===== src/rtl/button_event_arbiter_pkg.sv =====
// button_event_arbiter_pkg
// Shared types and constants for the button event arbiter.
//   evt_t              : one queued event {channel id, auto-repeat flag}
//   EVT_ID_MAX_W       : storage width of the id field. It bounds WIDTH to 256
//                        channels; narrower ids are zero-extended into it.
//   evt_id_w()         : id width for a given channel count (minimum 1)
//   DEFAULT_FIFO_DEPTH : default event FIFO depth
package button_event_arbiter_pkg;

  localparam int DEFAULT_FIFO_DEPTH = 4;
  localparam int EVT_ID_MAX_W       = 8;

  function automatic int evt_id_w(input int width);
    return (width > 1) ? $clog2(width) : 1;
  endfunction

  typedef struct packed {
    logic [EVT_ID_MAX_W-1:0] id;
    logic                    rpt;
  } evt_t;

endpackage


===== src/rtl/button_event_arbiter_if.sv =====
// button_event_arbiter_if
// Valid/ready event port carrying the FIFO head.
//   evt_valid  : head event present (master -> slave)
//   evt_ready  : consumer accepts head (slave -> master)
//   evt_id     : channel index of head event
//   evt_repeat : head event is an auto-repeat
// Modports: master (event producer), slave (event consumer).
interface button_event_arbiter_if #(
  parameter int ID_W = 2
);
  logic            evt_valid;
  logic            evt_ready;
  logic [ID_W-1:0] evt_id;
  logic            evt_repeat;

  modport master (output evt_valid, output evt_id, output evt_repeat, input evt_ready);
  modport slave  (input evt_valid, input evt_id, input evt_repeat, output evt_ready);
endinterface


===== src/rtl/button_event_arbiter_rr_arbiter.sv =====
// rr_arbiter
// Round-robin arbiter. The search starts one past the last granted index and
// the pointer advances only when a grant is actually issued.
//   clk, rst_n  : clock, asynchronous active-low reset
//   req         : per-channel requests
//   en          : grant enable (downstream has room)
//   grant       : one-hot grant (zero when nothing granted)
//   grant_idx   : index of granted channel
//   grant_valid : a grant was issued this cycle
module rr_arbiter
  import button_event_arbiter_pkg::*;
#(
  parameter int WIDTH = 4,
  parameter int IDX_W = evt_id_w(WIDTH)
) (
  input  logic             clk,
  input  logic             rst_n,
  input  logic [WIDTH-1:0] req,
  input  logic             en,
  output logic [WIDTH-1:0] grant,
  output logic [IDX_W-1:0] grant_idx,
  output logic             grant_valid
);

  logic [IDX_W-1:0] last_reg;
  logic [IDX_W-1:0] cand;

  always_comb begin
    grant       = '0;
    grant_idx   = '0;
    grant_valid = 1'b0;
    cand        = '0;
    // Offsets 1..WIDTH visit every channel once, ending on last_reg itself.
    for (int k = 1; k <= WIDTH; k++) begin
      cand = IDX_W'((int'(last_reg) + k) % WIDTH);
      if (en && !grant_valid && req[cand]) begin
        grant_valid = 1'b1;
        grant[cand] = 1'b1;
        grant_idx   = cand;
      end
    end
  end

  always_ff @(posedge clk or negedge rst_n) begin
    if (!rst_n) begin
      last_reg <= '0;
    end else if (grant_valid) begin
      last_reg <= grant_idx;
    end
  end

endmodule


===== src/rtl/button_event_arbiter.sv =====
// button_event_arbiter
// Turns debounced button levels into a serialized stream of press events.
// Rising edges (and, optionally, auto-repeat ticks) set a per-channel pending
// request; a round-robin arbiter moves one request per cycle into a shared
// event FIFO whose head is presented on a valid/ready port.
//   clk, rst_n   : clock, asynchronous active-low reset
//   btn_in       : debounced button levels, synchronous to clk
//   evt          : event port (master): evt_valid/evt_ready/evt_id/evt_repeat
//   pending      : per-channel requests waiting for a FIFO slot
//   overflow     : sticky, a request was coalesced into an existing one
//   clr_overflow : synchronous clear of overflow (a same-cycle set wins)
// Optional feature: define BTN_AUTOREPEAT_EN for per-channel hold counters
// that issue repeat events after HOLD_DELAY cycles and then every
// REPEAT_PERIOD cycles. Without it evt_repeat is constant 0.
module button_event_arbiter
  import button_event_arbiter_pkg::*;
#(
  parameter int WIDTH         = 4,
  parameter int FIFO_DEPTH    = DEFAULT_FIFO_DEPTH,
  parameter int HOLD_DELAY    = 50000000,
  parameter int REPEAT_PERIOD = 12500000
) (
  input  logic                    clk,
  input  logic                    rst_n,
  input  logic [WIDTH-1:0]        btn_in,
  button_event_arbiter_if.master  evt,
  output logic [WIDTH-1:0]        pending,
  output logic                    overflow,
  input  logic                    clr_overflow
);

  localparam int ID_W  = evt_id_w(WIDTH);
  localparam int PTR_W = $clog2(FIFO_DEPTH);

  logic [WIDTH-1:0] prev_reg, pending_reg, flag_reg;
  logic [WIDTH-1:0] pending_next, flag_next;
  logic [WIDTH-1:0] rise, tick, req, grant;
  logic             overflow_reg, ovf_set;
  logic [ID_W-1:0]  grant_idx;
  logic             grant_valid;

  evt_t             mem [FIFO_DEPTH];
  logic [PTR_W-1:0] wr_ptr_reg, rd_ptr_reg;
  logic [PTR_W:0]   count_reg;
  logic             full, empty, pop, push, arb_en;
  evt_t             head, push_evt;

  assign rise = btn_in & ~prev_reg;

`ifdef BTN_AUTOREPEAT_EN
  localparam int CNT_MAX = (HOLD_DELAY > REPEAT_PERIOD) ? HOLD_DELAY : REPEAT_PERIOD;
  localparam int CNT_W   = (CNT_MAX > 1) ? $clog2(CNT_MAX) : 1;
  localparam logic [CNT_W-1:0] HOLD_LIM = CNT_W'(HOLD_DELAY - 1);
  localparam logic [CNT_W-1:0] REP_LIM  = CNT_W'(REPEAT_PERIOD - 1);
  localparam bit REPEAT_EN = 1'b1;

  generate
    for (genvar gi = 0; gi < WIDTH; gi++) begin : g_hold
      logic [CNT_W-1:0] cnt_reg;
      logic             phase_reg;  // 0: waiting for first repeat, 1: periodic

      assign tick[gi] = btn_in[gi] & prev_reg[gi] &
                        (cnt_reg == (phase_reg ? REP_LIM : HOLD_LIM));

      always_ff @(posedge clk or negedge rst_n) begin
        if (!rst_n) begin
          cnt_reg   <= '0;
          phase_reg <= 1'b0;
        end else if (!btn_in[gi] || rise[gi]) begin
          cnt_reg   <= '0;
          phase_reg <= 1'b0;
        end else if (tick[gi]) begin
          cnt_reg   <= '0;
          phase_reg <= 1'b1;
        end else begin
          cnt_reg   <= cnt_reg + 1'b1;
        end
      end
    end
  endgenerate
`else
  localparam bit REPEAT_EN = 1'b0;
  assign tick = '0;
`endif

  assign req = rise | tick;

  // FIFO status. A pop frees a slot in the same cycle, so a full FIFO can
  // still accept a grant while the consumer is draining.
  assign full   = (count_reg == (PTR_W+1)'(FIFO_DEPTH));
  assign empty  = (count_reg == '0);
  assign pop    = !empty && evt.evt_ready;
  assign arb_en = !full || pop;
  assign push   = grant_valid;

  rr_arbiter #(
    .WIDTH (WIDTH),
    .IDX_W (ID_W)
  ) u_arb (
    .clk         (clk),
    .rst_n       (rst_n),
    .req         (pending_reg),
    .en          (arb_en),
    .grant       (grant),
    .grant_idx   (grant_idx),
    .grant_valid (grant_valid)
  );

  // A new request on a channel that is granted this cycle re-arms the
  // pending bit with the new flag; otherwise it coalesces into the existing
  // request (original flag kept) and flags overflow.
  always_comb begin
    pending_next = pending_reg & ~grant;
    flag_next    = flag_reg;
    ovf_set      = 1'b0;
    for (int i = 0; i < WIDTH; i++) begin
      if (req[i]) begin
        if (pending_next[i]) begin
          ovf_set = 1'b1;
        end else begin
          pending_next[i] = 1'b1;
          flag_next[i]    = tick[i];
        end
      end
    end
  end

  always_comb begin
    push_evt     = '0;
    push_evt.id  = EVT_ID_MAX_W'(grant_idx);
    push_evt.rpt = flag_reg[grant_idx];
  end

  always_ff @(posedge clk or negedge rst_n) begin
    if (!rst_n) begin
      prev_reg     <= '0;
      pending_reg  <= '0;
      flag_reg     <= '0;
      overflow_reg <= 1'b0;
      wr_ptr_reg   <= '0;
      rd_ptr_reg   <= '0;
      count_reg    <= '0;
    end else begin
      prev_reg     <= btn_in;
      pending_reg  <= pending_next;
      flag_reg     <= flag_next;
      overflow_reg <= ovf_set | (overflow_reg & ~clr_overflow);
      if (push) wr_ptr_reg <= wr_ptr_reg + 1'b1;
      if (pop)  rd_ptr_reg <= rd_ptr_reg + 1'b1;
      count_reg    <= count_reg + (PTR_W+1)'(push) - (PTR_W+1)'(pop);
    end
  end

  // Storage has no reset: occupancy is tracked by count_reg alone.
  always_ff @(posedge clk) begin
    if (push) mem[wr_ptr_reg] <= push_evt;
  end

  assign head           = mem[rd_ptr_reg];
  assign evt.evt_valid  = !empty;
  assign evt.evt_id     = empty ? '0 : ID_W'(head.id);
  assign evt.evt_repeat = !empty && head.rpt && REPEAT_EN;
  assign pending        = pending_reg;
  assign overflow       = overflow_reg;

endmodule

===== src/flat_wrapper.sv =====
// flat-port wrapper written by rule: the top's interface ports become plain ports
module button_event_arbiter_flat import button_event_arbiter_pkg::*;
#(
  parameter int WIDTH         = 4,
  parameter int FIFO_DEPTH    = DEFAULT_FIFO_DEPTH,
  parameter int HOLD_DELAY    = 50000000,
  parameter int REPEAT_PERIOD = 12500000
)
  (clk, rst_n, btn_in, pending, overflow, clr_overflow, evt_evt_valid, evt_evt_id, evt_evt_repeat, evt_evt_ready);
  button_event_arbiter_if evt_i ();
  input  logic clk;
  input  logic rst_n;
  input  logic [WIDTH-1:0] btn_in;
  output logic [WIDTH-1:0] pending;
  output logic overflow;
  input  logic clr_overflow;
  output wire logic [$bits(evt_i.evt_valid)-1:0] evt_evt_valid;
  output wire logic [$bits(evt_i.evt_id)-1:0] evt_evt_id;
  output wire logic [$bits(evt_i.evt_repeat)-1:0] evt_evt_repeat;
  input wire logic [$bits(evt_i.evt_ready)-1:0] evt_evt_ready;
  assign evt_evt_valid = evt_i.evt_valid;
  assign evt_evt_id = evt_i.evt_id;
  assign evt_evt_repeat = evt_i.evt_repeat;
  assign evt_i.evt_ready = evt_evt_ready;
  button_event_arbiter #(.WIDTH(WIDTH), .FIFO_DEPTH(FIFO_DEPTH), .HOLD_DELAY(HOLD_DELAY), .REPEAT_PERIOD(REPEAT_PERIOD)) u_core (.clk(clk), .rst_n(rst_n), .btn_in(btn_in), .evt(evt_i), .pending(pending), .overflow(overflow), .clr_overflow(clr_overflow));
endmodule

===== config.mk =====
export PLATFORM = sky130hd
export DESIGN_NAME = button_event_arbiter_flat
export DESIGN_NICKNAME = d
export VERILOG_FILES = /design/src/rtl/button_event_arbiter_pkg.sv /design/src/rtl/button_event_arbiter_if.sv /design/src/rtl/button_event_arbiter_rr_arbiter.sv /design/src/rtl/button_event_arbiter.sv /design/src/flat_wrapper.sv
export SDC_FILE = /design/constraint.sdc
export NUM_CORES = 1
export LEC_CHECK = 0
export ABC_CLOCK_PERIOD_IN_PS = 3400
export CAP_MARGIN = 10
export CORE_ASPECT_RATIO = 0.75
export CORE_MARGIN = 1
export CORE_UTILIZATION = 40
export DETAILED_ROUTE_END_ITERATION = 7
export SYNTH_ARGS = -nofsm -noshare
export SYNTH_HDL_FRONTEND = slang
export SYNTH_SLANG_ARGS = --single-unit

===== constraint.sdc =====
create_clock -name clk -period 3.4 [get_ports clk]
set_input_delay 0.68 -clock clk [delete_from_list [all_inputs] [get_ports clk]]
set_output_delay 0.68 -clock clk [all_outputs]
set_load 0.1 [all_outputs]

==> reports/results.txt <==
status = complete, no violations
pin count of the biggest net entering global routing = 19
mux cell area share after synthesis = 7.46%
vias per inst = 5.55
Yosys cell types = 54
DRT Pass-1 Iters = 5
overall global routing resource usage = 17.2%
CTS Buf Count = 3
setup TNS = 0 ns
Seq/Total Area, Yosys = 40.0%
relative slew slack = 35.2%
Setup Buffers After CTS = 0
Clock Latency Late Sink = 0.27 ns
crit start category = input port
Vias = 1,293
GR Overflow Total = 0
Final Hold Viols = 0
Initial Util = 42.1%
syn nets = 187
Final period util = 83.2%
Die Ht = 58.9 um
Layout area overhead = 13.0%
PortBufs = 15
Worst Skew = 0.00779 ns
Placed Area = 0.00191 mm2
Worst Tran Pin Value = 0.969 ns
Worst-path clk slew = 0.09 ns
antenna-violating nets left = 0
ys async rst share = 69.2%
Row Count = 20
Synth Area in Adders = 11.3%
CTS H-Tree Depth = 1
Final Instance Area = 0.00195 mm2
RSZ-0062 raised after global routing = no
synthesized area = 0.00173 mm2
Post-CTS Hold Fix Bufs = 0
GP Congestion = 0.826
Max Slew Vio Count = 0
critical path startpoint = evt_evt_ready
DRT Wirelength = 3.43 mm
antenna cell count = 0
first-pass GRT wire length = 6.08 mm
largest family of logic cells by synthesized area = compound AO/OA/AOI/OAI gates
Yosys reg bits = 26
Die X = 77.9 um
top-count cell post-synth = dfrtp_1
synth warn = 0
MaxCap Viol Count = 0
vias in the first global route = 1,304
Final HPWL DP = 2.58 mm
layout net count = 202
critical path data required time = 3.56 ns
leading area contributor after synthesis = dfrtp_1
root buf cell = clkbuf_8
post-synthesis compound-gate area fraction = 16.4%
worst reg2reg path endpoint = u_core.count_reg[2]
min-delay worst type = flop to flop
# IOs = 17
TritonCTS clock tree = done
post-CTS sizing = 0
initial antenna violation count = 0
number of setup violations in the final report = 0
Routed wire per std cell = 14.7 um
core area = 0.00410 mm2
fmax = 353 MHz
largest cells by area after synthesis = dfrtp_1 (26%), edfxtp_1 (14%), ha_1 (10%)
most used flip-flop cell after synthesis = dfrtp_1
max reg flops = 8
Syn Area/Cell = 10.5 um2
Max FO, Critical Path = 8
Synth Area in XOR/XNOR = 2.53%
Post-Synth Simple-Gate Area = 16.0%
critical setup path kind = input port to flop
Post-synth EDFFs = 8
flop2flop setup slack = 0.61 ns
reg2reg path depth = 11
Tmin final = 2.83 ns
Post-Syn Instances = 164
crit path capture = u_core.count_reg[2]
nature of the critical path endpoint = flop
r2r startpoint = u_core.pending[3]
top post-synthesis cells by count = dfrtp_1 (18), ha_1 (14), inv_1 (14)
DR DRC count = 0
layout cells sized above 1 = 14.0%
proportion of netlist area held by the largest area contributor = 26.1%
clock sinks = 26
1st-iter DRT viols = 91
Die Area = 0.00459 mm2
crit path DAT = 2.99 ns
Clock Tree Buf Depth = 2
area by class of cell:
cell class | count | area (um2)
Clock buffer | 4 | 45.0
Fill cell | 398 | 2150
Inverter | 14 | 52.6
Multi-Input combinational cell | 115 | 932
Sequential cell | 26 | 691
Tap cell | 55 | 68.8
Timing Repair Buffer | 19 | 163
worst min-delay path by stage:
| stage | endpoint | startpoint | cells past startpoint | slack (ns) |
|---|---|---|---|---|
| 6_report | u_core.pending[0] | u_core.prev_reg[0] | 1 | 0.46 |
| 3_5_place_dp | u_core.pending[0] | u_core.prev_reg[0] | 1 | 0.45 |
| 4_1_cts | u_core.pending[0] | u_core.prev_reg[0] | 1 | 0.46 |
| 3_3_place_gp | u_core.pending[0] | u_core.prev_reg[0] | 1 | 0.45 |
| 2_1_floorplan | u_core.count_reg[0] | rst_n | 0 | 0.38 |
| 5_1_grt | u_core.pending[0] | u_core.prev_reg[0] | 1 | 0.50 |
cells in the final DEF (no fill, tap or decap), types with 2 or more instances in the layout:
master	netlist	final
and2_1	8	8
a31oi_1	4	4
mux2i_1	5	5
a21oi_1	5	5
ha_1	14	14
clkdlybuf4s50_1	0	8
clkbuf_8	0	3
and3_1	2	2
edfxtp_1	8	8
o31a_1	2	2
or3_1	2	2
dfrtp_1	18	18
nor2b_1	2	2
xnor2_1	3	3
xor2_1	2	2
nand2b_1	2	2
inv_1	14	14
nor2_1	3	3
nand4_1	5	5
o21ai_0	5	5
nand3_1	6	6
and2_4	2	2
o21a_1	4	4
o2111ai_1	3	3
mux4_2	3	3
buf_4	1	11
nand2_1	7	7
cells by family after synthesis:
family,Yosys count
multiplexers,9
AO/OA/AOI/OAI,38
other,1
buffers and inverters,23
adder cells (fa/ha/maj),15
AND/OR/NAND/NOR,47
XOR/XNOR,5
flip-flops,26
per-stage QoR:
stage,utilization (%),setup WS (ns),instances,hold slack [ns]
finish,47.6,0.570,233,0.463
global route,47.6,0.384,233,0.500
CTS,47.6,0.551,233,0.458
detailed placement,46.5,0.287,229,0.445
global placement,46.5,0.370,229,0.446
floorplan,-,0.225,164,0.384
routing by layer:
metal | vias up | part of all wire [%] | track usage, %
li1 | 628 | - | -
met1 | 631 | 49 | 23.8
met4 | 0 | 0.82 | 5.03
met2 | 30 | 45 | 26.7
met3 | 4 | 5.0 | 4.81
met5 | - | 0 | 0
critical path, stage by stage:
cell and delay, ns:
clkdlybuf4s50_1 0.44, or4b_1 0.56, o21a_1 0.21, inv_1 0.09, ha_1 0.12, inv_1 0.04, ha_1 0.19, fa_1 0.38
xor2_1 0.16, xnor2_1 0.13
Power is not shown: default switching activity piles up to over one toggle a cycle in this logic, so the estimate is an artifact.
